===== config.mk =====
export PLATFORM = sky130hd
export DESIGN_NAME = txmix_sched_flat
export DESIGN_NICKNAME = d
export VERILOG_FILES = /design/src/rtl/txmix_pkg.sv /design/src/rtl/txmix_sched_if.sv /design/src/rtl/txmix_rr_pick.sv /design/src/rtl/txmix_sched.sv /design/src/flat_wrapper.sv
export SDC_FILE = /design/constraint.sdc
export NUM_CORES = 1
export LEC_CHECK = 0
export CAP_MARGIN = 30
export CORE_UTILIZATION = 50
export CTS_BUF_LIST = sky130_fd_sc_hd__clkbuf_4
export DETAILED_ROUTE_END_ITERATION = 7
export HOLD_SLACK_MARGIN = 0.05
export PLACE_DENSITY = 0.83
export REMOVE_ABC_BUFFERS = 1
export SETUP_SLACK_MARGIN = 0.02
export SYNTH_ARGS = -nofsm -noshare
export SYNTH_HDL_FRONTEND = slang
export SYNTH_SLANG_ARGS = --single-unit

===== constraint.sdc =====
create_clock -name sys_clk -period 3.5 [get_ports sys_clk]
set_clock_uncertainty 0.1 [all_clocks]
set_input_delay 0.7 -clock sys_clk [delete_from_list [all_inputs] [get_ports sys_clk]]
set_output_delay 0.7 -clock sys_clk [all_outputs]
set_load 0.1 [all_outputs]

===== src/rtl/txmix_pkg.sv =====
// txmix_pkg: shared constants and types for the TX mixer frame scheduler.
// Contents: source indices, FSM state type, delimiter word, round-robin order
// table and a helper mapping a round-robin source to its slot in that table.
package txmix_pkg;

    localparam int unsigned NSRC = 6;
    localparam int unsigned NRR  = 5;

    localparam logic [2:0] SRC_P0  = 3'd0;
    localparam logic [2:0] SRC_P1  = 3'd1;
    localparam logic [2:0] SRC_P2  = 3'd2;
    localparam logic [2:0] SRC_P3  = 3'd3;
    localparam logic [2:0] SRC_ARP = 3'd4;
    localparam logic [2:0] SRC_NIC = 3'd5;

    typedef enum logic {
        IDLE = 1'b0,
        XFER = 1'b1
    } state_t;

    localparam logic [8:0] DELIM_WORD = 9'h000;

    // Slot k of the table is the k-th source in round-robin order (slot 0 = port0).
    localparam logic [NRR-1:0][2:0] RR_ORDER = {SRC_NIC, SRC_P3, SRC_P2, SRC_P1, SRC_P0};

    // Slot of a round-robin source; also selects its 4-bit field in rr_weight.
    function automatic int unsigned rr_pos(input logic [2:0] src);
        int unsigned pos;
        case (src)
            SRC_P0:  pos = 0;
            SRC_P1:  pos = 1;
            SRC_P2:  pos = 2;
            SRC_P3:  pos = 3;
            default: pos = 4;
        endcase
        return pos;
    endfunction

endpackage


===== src/rtl/txmix_sched_if.sv =====
// txmix_sched_if: source-FIFO and mixer-queue handshake bundle of the scheduler.
// Signals:
//   src_dout  : head words of the six FWFT source FIFOs, slice i = source i
//   src_empty : per-source empty
//   src_rd_en : per-source pop from the scheduler
//   dout      : word to the mixer queue
//   wr_en     : write strobe to the mixer queue
//   full      : mixer queue programmable-full
// Modports: slave = scheduler side, master = FIFO/queue environment side.
interface txmix_sched_if
    import txmix_pkg::*;
#(
    parameter int unsigned DW = 9
) ();

    logic [NSRC*DW-1:0] src_dout;
    logic [NSRC-1:0]    src_empty;
    logic [NSRC-1:0]    src_rd_en;
    logic [DW-1:0]      dout;
    logic               wr_en;
    logic               full;

    modport slave (
        input  src_dout,
        input  src_empty,
        input  full,
        output src_rd_en,
        output dout,
        output wr_en
    );

    modport master (
        output src_dout,
        output src_empty,
        output full,
        input  src_rd_en,
        input  dout,
        input  wr_en
    );

endinterface


===== src/rtl/txmix_rr_pick.sv =====
// txmix_rr_pick: rotating-priority search over the round-robin sources.
// Ports:
//   ptr   in  current round-robin pointer (source index)
//   req   in  per-source request (non-empty) vector
//   pick  out first requesting source strictly after ptr in round-robin order,
//             wrapping around so ptr itself is the last candidate
//   valid out some round-robin source is requesting
module txmix_rr_pick
    import txmix_pkg::*;
(
    input  logic [2:0]      ptr,
    input  logic [NSRC-1:0] req,
    output logic [2:0]      pick,
    output logic            valid
);

    always_comb begin
        int unsigned pos;
        pos   = 0;
        pick  = ptr;
        valid = 1'b0;
        // Scan from the farthest slot to the nearest so the nearest requester wins.
        for (int unsigned k = NRR; k >= 1; k--) begin
            pos = (rr_pos(ptr) + k) % NRR;
            if (req[RR_ORDER[pos]]) begin
                pick  = RR_ORDER[pos];
                valid = 1'b1;
            end
        end
    end

endmodule


===== src/rtl/txmix_sched.sv =====
// txmix_sched: frame-granular scheduler sharing the TX mixer queue among six
// FWFT source FIFOs (ports 0-3, ARP responder, host NIC). ARP has strict
// priority limited to ARP_MAX consecutive frames; the rest share by weighted
// round robin. Over-long frames are cut and closed with a delimiter, and the
// leftover of the cut frame is later drained from its source without writing.
// Ports:
//   sys_clk    in  clock
//   sys_rst    in  asynchronous active-high reset
//   bus        slave side of txmix_sched_if (source FIFOs and mixer queue)
//   rr_weight  in  4-bit frames-per-turn for sources 0,1,2,3,5 (LSB first), 0 acts as 1
//   err_trunc  out one-cycle pulse when a frame is truncated
module txmix_sched
    import txmix_pkg::*;
#(
    parameter int unsigned DW        = 9,
    parameter int unsigned MAX_WORDS = 1600,
    parameter int unsigned ARP_MAX   = 4
) (
    input  logic          sys_clk,
    input  logic          sys_rst,
    txmix_sched_if.slave  bus,
    input  logic [19:0]   rr_weight,
    output logic          err_trunc
);

    localparam int unsigned    AW         = $clog2(ARP_MAX + 1);
    localparam logic [10:0]    WCNT_LIMIT = 11'(MAX_WORDS - 1);
    localparam logic [AW-1:0]  ARP_CAP    = AW'(ARP_MAX);

    state_t            state_q;
    logic [2:0]        grant_q;
    logic [2:0]        rr_ptr_q;
    logic [3:0]        credit_q;
    logic [AW-1:0]     arp_run_q;
    logic [NSRC-1:0]   discard_q;
    logic              in_frame_q;
    logic [10:0]       wcnt_q;
    logic [DW-1:0]     dout_q;
    logic              wr_en_q;
    logic              err_trunc_q;

    logic [NSRC-1:0]   req;
    logic              arp_req;
    logic              rr_hold;
    logic [2:0]        pick_src;
    logic              pick_valid;
    logic [3:0]        pick_weight;
    logic [3:0]        credit_load;

    logic [DW-1:0]     head;
    logic              g_empty;
    logic              g_discard;
    logic              trunc_hit;
    logic              pop;
    logic              end_pop;
    logic              g_is_rr;

    assign req     = ~bus.src_empty;
    assign arp_req = req[SRC_ARP];
    assign rr_hold = req[rr_ptr_q] && (credit_q != 4'd0);

    txmix_rr_pick u_rr_pick (
        .ptr   (rr_ptr_q),
        .req   (req),
        .pick  (pick_src),
        .valid (pick_valid)
    );

    assign pick_weight = rr_weight[4*rr_pos(pick_src) +: 4];
    assign credit_load = (pick_weight == 4'd0) ? 4'd1 : pick_weight;

    assign head      = bus.src_dout[int'(grant_q)*DW +: DW];
    assign g_empty   = bus.src_empty[grant_q];
    assign g_discard = discard_q[grant_q];
    assign g_is_rr   = (grant_q != SRC_ARP);
    // Limit reached with no delimiter yet: stop popping and close the frame ourselves.
    assign trunc_hit = !g_discard && (wcnt_q == WCNT_LIMIT);

    always_comb begin
        pop = 1'b0;
        if (state_q == XFER) begin
            if (g_discard) begin
                pop = !g_empty;
            end else if (!trunc_hit) begin
                pop = !g_empty && !bus.full;
            end
        end
    end

    // A data-flag-low word after the frame has started is its delimiter.
    assign end_pop = pop && !head[DW-1] && in_frame_q;

    assign bus.src_rd_en = NSRC'(pop) << grant_q;
    assign bus.dout      = dout_q;
    assign bus.wr_en     = wr_en_q;
    assign err_trunc     = err_trunc_q;

    always_ff @(posedge sys_clk or posedge sys_rst) begin
        if (sys_rst) begin
            state_q     <= IDLE;
            grant_q     <= SRC_P0;
            rr_ptr_q    <= SRC_NIC;
            credit_q    <= 4'd0;
            arp_run_q   <= '0;
            discard_q   <= '0;
            in_frame_q  <= 1'b0;
            wcnt_q      <= 11'd0;
            dout_q      <= '0;
            wr_en_q     <= 1'b0;
            err_trunc_q <= 1'b0;
        end else begin
            wr_en_q     <= 1'b0;
            err_trunc_q <= 1'b0;
            case (state_q)
                IDLE: begin
                    in_frame_q <= 1'b0;
                    wcnt_q     <= 11'd0;
                    // ARP past its cap still goes if no round-robin source wants the slot.
                    if (arp_req && ((arp_run_q < ARP_CAP) || !pick_valid)) begin
                        grant_q <= SRC_ARP;
                        state_q <= XFER;
                        if (!discard_q[SRC_ARP] && (arp_run_q < ARP_CAP)) begin
                            arp_run_q <= arp_run_q + AW'(1);
                        end
                    end else if (pick_valid) begin
                        state_q   <= XFER;
                        arp_run_q <= '0;
                        if (rr_hold) begin
                            grant_q <= rr_ptr_q;
                        end else begin
                            grant_q  <= pick_src;
                            rr_ptr_q <= pick_src;
                            credit_q <= credit_load;
                        end
                    end else begin
                        arp_run_q <= '0;
                    end
                end
                XFER: begin
                    if (pop) begin
                        wcnt_q <= wcnt_q + 11'd1;
                        if (head[DW-1]) begin
                            in_frame_q <= 1'b1;
                        end
                        if (!g_discard) begin
                            wr_en_q <= 1'b1;
                            dout_q  <= head;
                        end
                        if (end_pop) begin
                            in_frame_q <= 1'b0;
                            state_q    <= IDLE;
                            if (g_discard) begin
                                discard_q[grant_q] <= 1'b0;
                            end else if (g_is_rr && (credit_q != 4'd0)) begin
                                credit_q <= credit_q - 4'd1;
                            end
                        end
                    end else if (trunc_hit && !bus.full) begin
                        // Truncated frame counts as completed; its tail is drained later.
                        dout_q             <= DW'(DELIM_WORD);
                        wr_en_q            <= 1'b1;
                        err_trunc_q        <= 1'b1;
                        discard_q[grant_q] <= 1'b1;
                        in_frame_q         <= 1'b0;
                        state_q            <= IDLE;
                        if (g_is_rr && (credit_q != 4'd0)) begin
                            credit_q <= credit_q - 4'd1;
                        end
                    end
                end
                default: state_q <= IDLE;
            endcase
        end
    end

endmodule

===== src/flat_wrapper.sv =====
// flat-port wrapper written by rule: the top's interface ports become plain ports
module txmix_sched_flat import txmix_pkg::*;
#(
    parameter int unsigned DW        = 9,
    parameter int unsigned MAX_WORDS = 1600,
    parameter int unsigned ARP_MAX   = 4
)
  (sys_clk, sys_rst, rr_weight, err_trunc, bus_src_dout, bus_src_empty, bus_full, bus_src_rd_en, bus_dout, bus_wr_en);
  txmix_sched_if #(.DW(DW)) bus_i ();
  input  logic sys_clk;
  input  logic sys_rst;
  input  logic [19:0] rr_weight;
  output logic err_trunc;
  input wire logic [$bits(bus_i.src_dout)-1:0] bus_src_dout;
  input wire logic [$bits(bus_i.src_empty)-1:0] bus_src_empty;
  input wire logic [$bits(bus_i.full)-1:0] bus_full;
  output wire logic [$bits(bus_i.src_rd_en)-1:0] bus_src_rd_en;
  output wire logic [$bits(bus_i.dout)-1:0] bus_dout;
  output wire logic [$bits(bus_i.wr_en)-1:0] bus_wr_en;
  assign bus_i.src_dout = bus_src_dout;
  assign bus_i.src_empty = bus_src_empty;
  assign bus_i.full = bus_full;
  assign bus_src_rd_en = bus_i.src_rd_en;
  assign bus_dout = bus_i.dout;
  assign bus_wr_en = bus_i.wr_en;
  txmix_sched #(.DW(DW), .MAX_WORDS(MAX_WORDS), .ARP_MAX(ARP_MAX)) u_core (.sys_clk(sys_clk), .sys_rst(sys_rst), .bus(bus_i), .rr_weight(rr_weight), .err_trunc(err_trunc));
endmodule

# Yosys cells after proc, flatten, opt, wreduce, memory -nomap -nowiden
# Memories as Yosys holds them, arrays and structs flattened.
# Index checks and enable logic that the tools add are counted.
# classes
addsub,8
multipliers,1
div,5
n_lt_le_gt_ge,14
n_eq_ne,20
shifts,3
mux,79
n_bitwise,6
reduce_logical,30
# ops
op,n
32-bit by 4-bit less-than comparator with 1-bit output (second input constant),5
32-bit by 3-bit modulo with 32-bit output (second input constant),5
32-bit by 2-bit adder with 32-bit output (second input constant),2
54-bit by 8-bit variable part select with 9-bit output,1
3-bit 2-to-1 mux,15
4-bit 2-to-1 mux,9
32-bit by 1-bit adder with 32-bit output (second input constant),1
32-bit by 3-bit adder with 32-bit output (second input constant),1
1-bit 2-to-1 mux,32
3-bit by 4-bit less-than comparator with 1-bit output (second input constant),7
9-bit 2-to-1 mux,3
1-bit binary-select mux with 3-bit select,8
6-bit 2-to-1 mux,4
3-bit case mux with 4 select lines,2
11-bit case mux with 2 select lines,1
20-bit by 6-bit variable part select with 4-bit output,1
3-bit by 2-bit == test with 1-bit output (second input constant),4
2-bit != test (second input constant),6
3-bit != test (second input constant),4
6-bit NOT,2
11-bit by 1-bit adder with 11-bit output (second input constant),1
11-bit == test (second input constant),1
11-bit 2-to-1 mux,1
1-bit logical AND,10
26 further kinds,40
# totals
ff_bits,43
latch_bits,0
mem_bits_rw,0
romBits,120
inputBits,83
out_inout_bits,17
wordCells,182
memories,5
# mem_list
name,words,word_bits,read_ports,rd_ports_with_merged_regs,write_ports,line_no,text
(name not given),8,3,1,0,0,txmix_rr_pick.sv:26,pick = RR_ORDER[pos];
(name not given),8,3,1,0,0,txmix_rr_pick.sv:26,
(name not given),8,3,1,0,0,txmix_rr_pick.sv:26,
(name not given),8,3,1,0,0,txmix_rr_pick.sv:26,
(name not given),8,3,1,0,0,txmix_rr_pick.sv:26,

# Logic depth before layout (Yosys ltp)
# Gate-level depths: netlist (run 1).
# depth
word_depth,22
depth_mapped,15
depth_no_buf,13

# Modules after synthesis
# From an unflattened synthesis (run 1), not the netlist that was laid out.
# hier_totals
cells_unflattened,387
area_unflattened_um2,3535.9
# modules_own_cells
mod,instances,cells_each,area_per_inst_um2,seq_area_each_um2
txmix_sched,1,304,2982.9,1078.5
txmix_rr_pick,1,83,553.0,0.0

# Worst setup path before layout (run 1)
# OpenSTA, ideal clock, no wires.
# synth_path
kind,in2out
from,input bus_src_empty[5]
to,output bus_src_rd_en[5]
arrival_ps,4327
t_required_ps,2700
path_slack_ps,-1627
stages,8
n_path_buf,2
path_cell_list,buf_2 -> mux4_2 -> a221oi_2 -> buf_2 -> inv_2 -> nor2_1 -> nand2_1 -> nor3_1
# synth_via
elab_chain_len,8
# synth_lines
item,line_no,text
"start, declared",flat_wrapper.sv:15,input wire logic [$bits(bus_i.src_empty)-1:0] bus_src_empty;
1-bit binary-select mux with 3-bit select (*),txmix_sched.sv:73,assign g_empty = bus.src_empty[grant_q];
1-bit 2-to-1 mux (implied by the code) (*),txmix_sched.sv:73,
1-bit zero test (*),"txmix_sched.sv:83, txmix_sched.sv:85",
1-bit logical AND,txmix_sched.sv:85,pop = !g_empty && !bus.full;
1-bit 2-to-1 mux,txmix_sched.sv:84,end else if (!trunc_hit) begin
1-bit 2-to-1 mux (*),txmix_sched.sv:82,if (g_discard) begin
1-bit 2-to-1 mux (*),txmix_sched.sv:81,if (state_q == XFER) begin
1-bit by 3-bit left shift with 6-bit output (*),txmix_sched.sv:93,assign bus.src_rd_en = NSRC'(pop) << grant_q;
"end, declared",flat_wrapper.sv:17,output wire logic [$bits(bus_i.src_rd_en)-1:0] bus_src_rd_en;
# Every way passes the cells marked *; elsewhere a longest branch is shown, timed or not. The select of a mux whose other input is x is not followed.

# Worst setup path after layout (run 1)
# layout_path
from,input bus_src_empty[2]
to,output bus_src_rd_en[5]
# Same word-level chain as after synthesis.

==> results of run 1 <==
[per-stage QoR]
stage / setup TNS (ns) / utilization / hold slack [ns] / setup WS, ns / cells
global placement: -0.194 / 0.706 / 0.362 / -0.0856 / 638
finish: 0 / 0.736 / 0.392 / 0.0835 / 648
global route: 0 / 0.736 / 0.431 / 0.0187 / 648
detailed placement: -0.441 / 0.706 / 0.368 / -0.116 / 638
floorplan: -9.66 / - / 0.349 / -2.16 / 413
CTS: 0 / 0.721 / 0.398 / 0.0301 / 646
[power groups by stage]
stage	Clock, mW	Combinational [mW]	Sequential (mW)
6_report	0.320	3.65	0.753
3_5_place_dp	0	3.40	0.757
5_1_grt	0.348	3.91	0.771
3_3_place_gp	0	3.33	0.749
2_1_floorplan	0	1.92	1.19
4_1_cts	0.321	3.45	0.748
[per-layer routing]
metal / share of wire / global-route usage / vias up
li1: - / - / 1832
met1: 0.42 / 0.378 / 1861
met2: 0.51 / 0.472 / 174
met3: 0.058 / 0.0341 / 22
met4: 0.016 / 0.0805 / 0
met5: 0 / 0 / -
[cells by family after synthesis]
| group | count (synthesis) | share of synthesized area |
|---|---|---|
| and+or+nand+nor | 169 | 0.229 |
| muxes | 36 | 0.115 |
| adders and majority gates | 7 | 0.0240 |
| AOI/OAI and AO/OA | 128 | 0.254 |
| buffers and inverters | 46 | 0.0610 |
| xor gates and xnor gates | 9 | 0.0216 |
| DFF | 43 | 0.296 |
[synthesized netlist by cell type, types with 7 or more instances]
library cell  instances  share of area
nor2_1               44          0.045
dfrtp_1              41           0.28
o21ai_1               7         0.0096
ha_1                  7          0.024
inv_1                17          0.017
o21ai_0              28          0.038
xnor2_1               7          0.017
nor2b_1               7          0.012
nand3_1              10          0.014
nor3_1               23          0.032
a21oi_1              19          0.026
a211oi_1              7          0.014
nand2_1              45          0.046
clkbuf_1             11          0.011
mux2_2                7          0.022
mux2i_1              24          0.066
[what timing repair did]
action | CTS | global route
setup buffers | 0 | 2
endpoints found under the setup margin | 6 | 13
resized for setup | 10 | 18
pin swaps | 4 | 2
[area by class of cell]
cell class,instances,area (um2)
inverters,21,78.8
well taps,96,120
multi-input cells,349,2440
clock inverters,3,43.8
flip-flops and latches,43,1080
repair buffers,131,1280
fillers,524,1820
clock buffers,5,37.5
[path summary, 6_finish.rpt]
kind,slack [ns],cells past startpoint,to
min reg2reg,0.39,2,u_core.bus.dout[8]
max,0.08,11,bus_src_rd_en[5]
min in group asynchronous,0.68,3,u_core.bus.wr_en
min,0.39,2,u_core.bus.dout[8]
max reg2reg,0.20,12,u_core.credit_q[2]
max in group asynchronous,2.19,3,u_core.grant_q[0]
[worst max-delay path, delay by kind of cell]
kind | cells | cell delay (ns)
compound gates | 1 | 0.25
buf+inv | 5 | 1.03
mux | 1 | 0.15
simple gates | 4 | 0.49
==> flow_summary.yaml, run 1 <==
sta:
  worst_slew_pin_slew_ns: 0.961
  slew_violations: 0
  post-route-min-period_ns: 3.42
  fmax_ghz: 0.293
  fin_crit_sh: 0.976
  setup_viol: 0
  rsz0062_at_grt: "false"
  hold_violations: 0
  slew_headroom: 0.357
finish:
  design_area_um2: 5080
  mostFrequentLayoutCell: "clkdlybuf4s50_1"
  diodes: 0
  fin_nets: 641
  final_cell_mix: "clkdlybuf4s50_1, nor2_1, nand2_1"
  area_delta_synth_final_pct: 39.3
  drive_gt1_frac: 0.192
power_and_ir_drop:
  powerDensity_nw_per_um2: 928
  pwr-share-comb: 0.773
  swShare: 0.527
  power.leakage_nw: 2.13
  peakVddDrop_mv: 0.624
  internal_power_mw: 2.23
  power_mw: 4.72
  pwr-share-clk: 0.068
  p_switching_mw: 2.49
  power_frac_seq: 0.160
hold_path:
  hp-start: "u_core.bus.dout[8]"
  hold_path.class: "register to register"
global_routing:
  overflow: 0
  track_usage: 0.281
  antenna_found_initial: 0
  grt_first_pass_wirelength_um: 16800
  grt_max_degree: 44
  grt_pass1_vias: 3605
placement:
  placed_area_um2: 4880
  io_buffers: 99
  gp_congestion: 0.963
  dpl.hpwl_um: 8300
critical_path:
  cp_max_fo: 5
  crit_slowest_cell: "clkdlybuf4s50_1"
  path_cells: "clkdlybuf4s50_1 > buf_4 > mux2i_4 > nor2_1 > a221oi_4 > inv_2 > nor2_4 > nand2_2 > nor3_2 > buf_4 > buf_12"
  cpMostUsedCell: "buf_4"
  critical_path_required_ns: 2.70
  startpoint_type: "primary input"
  cp-startpoint: "bus_src_empty[2]"
  r2r_start: "u_core.rr_ptr_q[2]"
  criticalPathCategory: "primary input to output port"
  crit_path_end_kind: "output port"
  crit_arrival_ns: 2.62
  critPathMaxStageDelay_ns: 0.45
detailed_routing:
  dr.pass1.iters: 7
  viasPerCell: 6.00
  remaining_drc_errors: 0
  first_iter_violations: 293
  routedWlPerCell_um: 17.2
  ant_nets: 0
  wl_um: 11100
  num_vias: 3889
logic_synthesis:
  ys_ff_latch: 43
  postSynthAreaPerCell_um2: 8.33
  synth_enable_flop_cells: 0
  syn-instance-count: 438
  synth_area_um2: 3650
  ys_warn_count: 0
  yosysSeqAreaShare: 0.296
  ys_types: 77
  async_flop_share: 1.00
  synth_flop_cell: "dfrtp_1"
floorplanning:
  io_pins: 100
  dieHeight_um: 87.4
  die_area_um2: 7640
  die_w_um: 87.4
  initial_core_util: 0.528
  rows: 30
  coreArea_um2: 6910
clocking:
  clk_path_buf_depth: 2
  clk_latency_ns: 0.35
  root_buffer: "clkbuf_4"
  htree_levels: 2
  cts.sinks: 43
  tritoncts: "yes"
  numCtsBuffers: 5
  holdBufCountCts: 0
  clk_pin_slew_worst_paths_ns: 0.13
flow_run:
  max_cap_viol_count: 0
run_status:
  status: "finished, final reports clean"
(Power assumes the default switching activity.)
==> inputs of run 2 (changes only) <==
Settings changed: CORE_MARGIN from default to 2.
==> run 2 against run 1 <==
Maximum frequency rose by 0.10%. Combinational power up 1%. Sequential cell count is the same. Clock-buffer cell count unchanged.
==> flow_summary.yaml, run 2 (synthesis results as in run 1) <==
finish:
  diodes: 0
  drive_gt1_frac: 0.192
  multi_input_area_um2: 2440
  fin_nets: 645
  n_fill_cell: 543
  final_util: 0.709
  seq_area_um2: 1080
  area_delta_synth_final_pct: 39.5
  final_cell_mix: "clkdlybuf4s50_1, buf_4, nor2_1, nand2_1, dfrtp_1"
  mostFrequentLayoutCell: "clkdlybuf4s50_1"
clocking:
  clk_latency_ns: 0.37
  numCtsBuffers: 5
  cts.sinks: 43
  clk_pin_slew_worst_paths_ns: 0.14
  holdBufCountCts: 0
  root_buffer: "clkbuf_4"
  htree_levels: 2
  clk_path_buf_depth: 2
  tritoncts: "yes"
critical_path:
  critPathCapture: "bus_src_rd_en[5]"
  cp-startpoint: "u_core.grant_q[2]"
  cp_max_fo: 19
  crit_arrival_ns: 2.61
  r2r_start: "u_core.rr_ptr_q[2]"
  r2r_end: "u_core.credit_q[1]"
  criticalPathCategory: "register to output port"
  startpoint_type: "register"
  r2r_cells: 13
  crit_path_end_kind: "output port"
  critical_path_required_ns: 2.70
  reg2reg_slack_ns: 0.18
floorplanning:
  initial_core_util: 0.508
  io_pins: 100
  die_w_um: 89.4
  die_area_um2: 8000
  dieHeight_um: 89.4
  rows: 31
  coreArea_um2: 7180
sta:
  timing.setup.tns_ns: 0
  hold_violations: 0
  fmax_ghz: 0.293
  post-route-min-period_ns: 3.41
  slew_headroom: 0.356
  fin_crit_sh: 0.975
  slew_violations: 0
  worst_slew_pin_slew_ns: 0.963
  setup_viol: 0
flow_run:
  max_cap_viol_count: 0
placement:
  dpl.hpwl_um: 8640
  io_buffers: 99
  gp_congestion: 0.930
global_routing:
  track_usage: 0.279
  antenna_found_initial: 0
  overflow: 0
  grt_max_degree: 44
  grt_pass1_vias: 3737
  grt_first_pass_wirelength_um: 17500
detailed_routing:
  first_iter_violations: 344
  num_vias: 3914
  ant_nets: 0
  routedWlPerCell_um: 17.6
  viasPerCell: 5.98
  wl_um: 11500
  dr.pass1.iters: 5
  remaining_drc_errors: 0
power_and_ir_drop:
  powerDensity_nw_per_um2: 926
  peakVddDrop_mv: 0.651
  power.leakage_nw: 2.14
hold_path:
  hp-start: "u_core.bus.dout[0]"
  hold_path.class: "register to register"
run_status:
  status: "finished, final reports clean"
==> run 2: metrics by stage <==
| stage | hold slack, ns | cell area (um2) | power (mW) | worst slack (ns) | std cells |
|---|---|---|---|---|---|
| after floorplan | 0.349 | 3500 | 3.11 | -2.16 | 413 |
| after global placement | 0.360 | 4920 | 4.13 | -0.134 | 644 |
| after detailed placement | 0.379 | 4920 | 4.25 | -0.161 | 644 |
| after CTS | 0.412 | 5020 | 4.57 | 0.0404 | 654 |
| after global routing | 0.421 | 5090 | 5.02 | -0.0133 | 655 |
| final | 0.413 | 5090 | 4.71 | 0.0870 | 655 |
==> run 2: per-layer routing <==
layer | GRT usage | up-vias | share of wire
li1 | - | 1844 | -
met1 | 0.358 | 1864 | 0.39
met2 | 0.471 | 186 | 0.52
met3 | 0.0517 | 20 | 0.069
met4 | 0.0950 | 0 | 0.020
met5 | 0 | - | 0
==> run 2: worst min path at each step <==
| stage | end | slack (ns) | depth (start not counted) |
|---|---|---|---|
| after floorplan | register | 0.35 | 2 |
| after global placement | u_core.bus.dout[2] | 0.36 | 2 |
| after detailed placement | u_core.bus.dout[5] | 0.38 | 2 |
| after CTS | u_core.bus.dout[5] | 0.41 | 2 |
| after global routing | u_core.bus.dout[0] | 0.42 | 2 |
| final | u_core.bus.dout[0] | 0.41 | 2 |
==> run 2: cell type report <==
class                   instances  share of cell area
well taps                      99              0.0243
inverters                      21              0.0155
clock inverters                 3             0.00467
multi-input cells             349               0.479
flip-flops and latches         43               0.212
clock buffers                   5             0.00737
repair buffers                135               0.257
==> run 2: power breakdown <==
part / leakage, nW / total [mW] / switching, mW / internal, mW
clock: 0.0278 / 0.263 / 0.183 / 0.0807
sequential: 0.555 / 0.757 / 0.104 / 0.653
combinational: 1.56 / 3.69 / 2.24 / 1.45
total: 2.14 / 4.71 / 2.53 / 2.18
==> run 2: critical path: stages, from the launching register on <==
cell	delay, ns
dfrtp_1	0.41
buf_4	0.21
nand2b_1	0.25
o22ai_4	0.20
a21oi_4	0.09
a221oi_4	0.29
inv_2	0.09
nor2_4	0.13
nand2_2	0.08
nor3_2	0.18
buf_4	0.15
buf_12	0.16
==> run 2: timing repair <==
action                                 4_1_cts  5_1_grt
pin swaps                                    3        1
resized for setup                           10       12
endpoints found under the hold margin        0        0
buffers inserted                             2        1
setup endpoints to repair                    6       13
==> inputs of run 3 (changes only) <==
Settings changed: CAP_MARGIN 30 to default, SKIP_LAST_GASP from default to 1.
==> results of run 3 <==
Same layout as run 2: the final DEF is identical, and so are final timing and power.
